$ cat config.mk
export PLATFORM = sky130hd
export DESIGN_NAME = vector_pair_dot_product
export DESIGN_NICKNAME = d
export VERILOG_FILES = /design/src/rtl/vector_mult_pkg.sv /design/src/rtl/signed_mac.sv /design/src/rtl/vector_pair_dot_product.sv
export SDC_FILE = /design/constraint.sdc
export NUM_CORES = 2
export LEC_CHECK = 0
export CORE_UTILIZATION = 35
export CTS_BUF_LIST = sky130_fd_sc_hd__clkbuf_2 sky130_fd_sc_hd__clkbuf_4 sky130_fd_sc_hd__clkbuf_8
export CTS_CLUSTER_SIZE = 10
export DETAILED_ROUTE_END_ITERATION = 6
export GPL_ROUTABILITY_DRIVEN = 0
export PLACE_DENSITY = 0.54
export SLEW_MARGIN = 20
export SYNTH_ARGS = -nofsm -noshare
export SYNTH_HDL_FRONTEND = slang
export SYNTH_HIERARCHICAL = 1
export SYNTH_SLANG_ARGS = --single-unit
export TNS_END_PERCENT = 5
$ cat constraint.sdc
create_clock -name clk -period 11 [get_ports clk]
set_input_delay 2.75 -clock clk [delete_from_list [all_inputs] [get_ports clk]]
set_output_delay 2.75 -clock clk [all_outputs]
set_load 0.05 [all_outputs]
$ cat src/rtl/vector_mult_pkg.sv
// Shared types, default sizes and width helper for the vector pair dot product block.
package vector_mult_pkg;

  typedef enum logic [1:0] {
    IDLE_A,
    WAIT_B,
    MAC,
    WRITE
  } dp_state_t;

  localparam int DEFAULT_ELEMENT_WIDTH    = 24;
  localparam int DEFAULT_ADDR_WIDTH       = 17;
  localparam int DEFAULT_VECTOR_DIMENSION = 3;

  // Width that holds a sum of n products of ew-bit signed values without overflow.
  function automatic int result_width(input int ew, input int n);
    return 2 * ew + $clog2(n);
  endfunction

endpackage

$ cat src/rtl/signed_mac.sv
// Single signed multiplier feeding a sign-extended accumulator.
module signed_mac #(
  parameter int ELEMENT_WIDTH = 24,
  parameter int RESULT_WIDTH  = 50
) (
  input  logic                     clk,
  input  logic                     reset,
  input  logic                     clear,
  input  logic                     enable,
  input  logic [ELEMENT_WIDTH-1:0] a,
  input  logic [ELEMENT_WIDTH-1:0] b,
  output logic [RESULT_WIDTH-1:0]  acc
);

  localparam int PW = 2 * ELEMENT_WIDTH;

  logic signed [PW-1:0]    product;
  logic [RESULT_WIDTH-1:0] acc_q;

  assign product = $signed(a) * $signed(b);

  // acc already includes the current product, so the caller can capture the final sum
  // on the same edge that retires the last element.
  assign acc = acc_q + {{(RESULT_WIDTH - PW){product[PW-1]}}, product};

  always_ff @(posedge clk) begin
    if (reset || clear) begin
      acc_q <= '0;
    end else if (enable) begin
      acc_q <= acc;
    end
  end

endmodule

$ cat src/rtl/vector_pair_dot_product.sv
// Pairs consecutive vectors as (A, B), computes their signed dot product and writes it out.
//
//   state  | meaning
//   IDLE_A | waiting for the A vector of the next pair
//   WAIT_B | A held, waiting for the B vector
//   MAC    | one element product accumulated per cycle
//   WRITE  | result_we high; pick up next A from pend buffer or input
module vector_pair_dot_product
  import vector_mult_pkg::*;
#(
  parameter int  ELEMENT_WIDTH    = DEFAULT_ELEMENT_WIDTH,
  parameter int  ADDR_WIDTH       = DEFAULT_ADDR_WIDTH,
  parameter int  VECTOR_DIMENSION = DEFAULT_VECTOR_DIMENSION,
  localparam int RESULT_WIDTH     = result_width(ELEMENT_WIDTH, VECTOR_DIMENSION)
) (
  input  logic                     clk,
  input  logic                     reset,
  input  logic [ELEMENT_WIDTH-1:0] vector_in [0:VECTOR_DIMENSION-1],
  input  logic                     vector_valid,
  input  logic [ADDR_WIDTH-1:0]    expected_pairs,
  output logic [RESULT_WIDTH-1:0]  result_data,
  output logic [ADDR_WIDTH-1:0]    result_addr,
  output logic                     result_we,
  output logic [ADDR_WIDTH-1:0]    pairs_completed,
  output logic                     busy,
  output logic                     overrun,
  output logic                     done
);

  localparam int IDX_W = $clog2(VECTOR_DIMENSION);

  dp_state_t state, state_next;

  logic [ELEMENT_WIDTH-1:0] a_reg    [0:VECTOR_DIMENSION-1];
  logic [ELEMENT_WIDTH-1:0] b_reg    [0:VECTOR_DIMENSION-1];
  logic [ELEMENT_WIDTH-1:0] pend_reg [0:VECTOR_DIMENSION-1];
  logic                     pend_valid;
  logic [IDX_W-1:0]         idx;
  logic                     idx_last;
  logic                     vin_ok;
  logic                     mac_clear;
  logic                     mac_enable;
  logic [RESULT_WIDTH-1:0]  mac_acc;

  assign done     = (pairs_completed == expected_pairs);
  assign busy     = (state != IDLE_A);
  // Input is frozen once the requested number of pairs has been written.
  assign vin_ok   = vector_valid && !done;
  assign idx_last = (idx == IDX_W'(VECTOR_DIMENSION - 1));

  assign mac_clear  = (state == WAIT_B) && vin_ok;
  assign mac_enable = (state == MAC);

  signed_mac #(
    .ELEMENT_WIDTH (ELEMENT_WIDTH),
    .RESULT_WIDTH  (RESULT_WIDTH)
  ) u_mac (
    .clk    (clk),
    .reset  (reset),
    .clear  (mac_clear),
    .enable (mac_enable),
    .a      (a_reg[idx]),
    .b      (b_reg[idx]),
    .acc    (mac_acc)
  );

  always_ff @(posedge clk) begin
    if (reset) begin
      state <= IDLE_A;
    end else begin
      state <= state_next;
    end
  end

  always_comb begin
    state_next = state;
    unique case (state)
      IDLE_A: if (vin_ok) state_next = WAIT_B;
      WAIT_B: if (vin_ok) state_next = MAC;
      MAC:    if (idx_last) state_next = WRITE;
      WRITE:  state_next = (pend_valid || vin_ok) ? WAIT_B : IDLE_A;
      default: state_next = IDLE_A;
    endcase
  end

  always_ff @(posedge clk) begin
    if (reset) begin
      result_data     <= '0;
      result_addr     <= '0;
      result_we       <= 1'b0;
      pairs_completed <= '0;
      overrun         <= 1'b0;
      pend_valid      <= 1'b0;
      idx             <= '0;
    end else begin
      result_we <= 1'b0;
      unique case (state)
        IDLE_A: if (vin_ok) a_reg <= vector_in;
        WAIT_B: begin
          if (vin_ok) begin
            b_reg <= vector_in;
            idx   <= '0;
          end
        end
        MAC: begin
          idx <= idx + 1'b1;
          if (idx_last) begin
            result_data <= mac_acc;
            result_addr <= pairs_completed;
            result_we   <= 1'b1;
          end
          if (vin_ok) begin
            if (pend_valid) begin
              overrun <= 1'b1;
            end else begin
              pend_reg   <= vector_in;
              pend_valid <= 1'b1;
            end
          end
        end
        WRITE: begin
          pairs_completed <= pairs_completed + 1'b1;
          // A buffered vector is older than one arriving now, so it becomes A first.
          if (pend_valid) begin
            a_reg      <= pend_reg;
            pend_valid <= 1'b0;
            if (vin_ok) overrun <= 1'b1;
          end else if (vin_ok) begin
            a_reg <= vector_in;
          end
        end
        default: ;
      endcase
    end
  end

endmodule

==> flow_summary.toml <==
[setup_path]
critical_path.top_delay_family = "adder cells"
cpMostUsedCell = "fa_1"
cpMaxStageDelayCell = "o21ai_2"
critPathBufInv = 5
cp-startpoint = "idx[0]"
arrival_ns = 10.99
cp-endpoint = "u_mac/acc_q[49]"
path_class = "flip-flop to flip-flop"
path_depth = 36
rr_worst_depth = 36
worstSetupEndpointType = "flip-flop"
cp_max_fo = 24
reg2reg_from = "idx[0]"
r2r_slack_ns = 0.58
r2r_end = "u_mac/acc_q[49]"
cp.required_ns = 11.57
max_stage_delay_ns = 0.64
cp-start-kind = "flip-flop"

[clock_network]
numCtsBuffers = 67
insertion_delay_ns = 0.69
cts_htree_levels = 3
cts_setup_buffers = 0
clkSinkCount = 357
cts.clk_slew.worst_paths_ns = 0.05
cts.path.max_buffers = 3
hold_buffers = 0
cts_resized = 0
tritoncts = "done"
cts-root-buf = "clkbuf_8"

[cells_and_area]
multi_input_area_um2 = 26600
seq_area_um2 = 9310
drive_above_1_share_pct = 6.85
final_nets = 5038
layout_common_cells = "inv_1, fa_1, nand2_1, and2_1, a21oi_1"
num-fill-cells = 11082
layout_commonest_cell = "inv_1"
syn2layout_area_growth_pct = 12.7

[worst_hold_path]
hold_class = "flip-flop to flip-flop"
holdPathStages = 2

[timing]
tightest_slew_ns = 1.14
fin_crit_ns = 10.42
final_max_slew_viol_count = 0
hold_viol = 0
max_slew_margin_pct = 24.3
rsz0062_at_grt = "false"
setup_viol = 0
finalCritPeriodShare_pct = 94.8
max_freq_ghz = 0.0959
skew_ns = 0.0461
fin_setup_tns_ns = 0

[drt]
drc = 0
first_pass_iters = 5
via_count = 28594
totalWireLength_mm = 108
ant_nets = 0
routed_via_density = 5.03
drt-initial-drc-count = 1759
wl_per_cell_um = 18.9

[global_routing]
grt_pass1_vias = 29788
grt_max_degree = 81
grt-ovfl-total = 0
antenna_found_initial = 1
grt_pass1_wl_mm = 171
grtUsageTotal_pct = 19.4

[floorplan]
core-area_um2 = 111000
die_area_um2 = 113000
dieHeight_um = 336
ios = 180
fp-row-count = 122
start_util_pct = 35.3
die_x_um = 336

[yosys]
synth-seq-cells = 357
synth_area_um2 = 39000
yosysSeqAreaShare_pct = 23.9
netlist-cell-type-count = 75
synthArstFlopShare_pct = 0
syn-instance-count = 4027
ys.flop_type = "edfxtp_1"
avgSynthCellArea_um2 = 9.68
yosys_warnings = 6
synthesis.nets = 4921
synth_edf_count = 216

[run]
max-cap-violations = 0

[place]
dpl.hpwl_mm = 82.7
io_buffers = 179

[outcome]
status = "complete, no violations"
worst reg2reg max path, delay by kind of cell (launching register included):
family | cells | cell delay [ns]
AO/OA/AOI/OAI | 13 | 3.62
buffers and inverters | 5 | 0.64
flip-flops | 1 | 0.42
adder cells (fa/ha/maj) | 9 | 4.19
XOR/XNOR | 2 | 0.39
multiplexers | 1 | 0.18
AND/OR/NAND/NOR | 6 | 0.94
cell type report:
type	count	share of cell area (%)
Multi-Input combinational cell	2830	60.5
Sequential cell	357	21.2
Timing Repair Buffer	261	5.55
Inverter	627	5.36
Tap cell	1488	4.24
Clock buffer	94	2.65
Clock inverter	22	0.530
Antenna cell	3	0.0171
kinds of logic (layout without fill, tap and decap cells):
kind of cell | after synthesis | count (layout) | synth area share (%)
compound gates | 635 | 635 | 10.8
flops | 357 | 357 | 23.9
xor+xnor | 132 | 132 | 3.01
simple gates | 1176 | 1176 | 14.3
fa+ha+maj | 802 | 802 | 37.5
mux | 85 | 85 | 2.18
other cells | 0 | 3 | 0
buf+inv | 840 | 1004 | 8.41
worst min path at each step:
stage | to | slack (ns) | startpoint
after global placement | result_addr[6] | 0.44 | result_addr[6]
after CTS | result_addr[4] | 0.45 | result_addr[4]
final | result_addr[1] | 0.45 | result_addr[1]
after detailed placement | result_addr[4] | 0.45 | result_addr[4]
after global routing | result_addr[4] | 0.47 | result_addr[4]
after floorplan | u_mac/acc_q[10] | 0.45 | u_mac/acc_q[10]
metal layers:
metal / part of all wire (%) / global-route usage [%] / up-vias
met5: 0 / 0 / -
met4: 1.5 / 3.85 / 0
met3: 4.2 / 2.47 / 108
met2: 50 / 33.1 / 583
met1: 45 / 26.2 / 14658
li1: - / - / 13245
cell usage after synthesis, types with 7 or more instances:
cell type	n	area share, %
mux2i_1	85	2.2
o221ai_1	73	1.6
o21ai_0	95	1.2
inv_1	626	6.0
a31oi_1	10	0.16
xnor2_1	77	1.7
nor3_1	25	0.32
o21a_1	12	0.23
buf_6	12	0.35
o22ai_1	47	0.75
a211oi_1	11	0.21
ha_1	194	6.2
xor2_1	54	1.2
o21bai_1	13	0.25
or4_1	7	0.13
nand3_1	32	0.41
nor2b_1	8	0.13
edfxtp_1	216	17
nor2_1	141	1.4
o211ai_1	14	0.27
o22ai_2	26	0.83
nand2_1	586	5.6
nand4_1	19	0.30
fa_1	608	31
and3_1	14	0.22
nand2b_1	20	0.32
buf_2	15	0.19
a21o_1	50	0.96
dfxtp_1	141	7.2
and2_1	291	4.7
a21oi_1	224	2.9
clkbuf_1	169	1.6
buf_1	13	0.13
through the flow:
step                      hold WS, ns  instance area (µm²)  util, %  worst slack [ns]  std cells
after global routing            0.469                43900     39.8           0.00908       5680
after floorplan                 0.450                39000        -             0.252       4027
after detailed placement        0.446                42500     38.5             0.437       5563
after global placement          0.442                42500     38.5             0.500       5563
after CTS                       0.453                43900     39.7             0.424       5679
final                           0.451                43900     39.8             0.577       5682
Power is not shown: default switching activity piles up to over one toggle a cycle in this logic, so the estimate is an artifact.
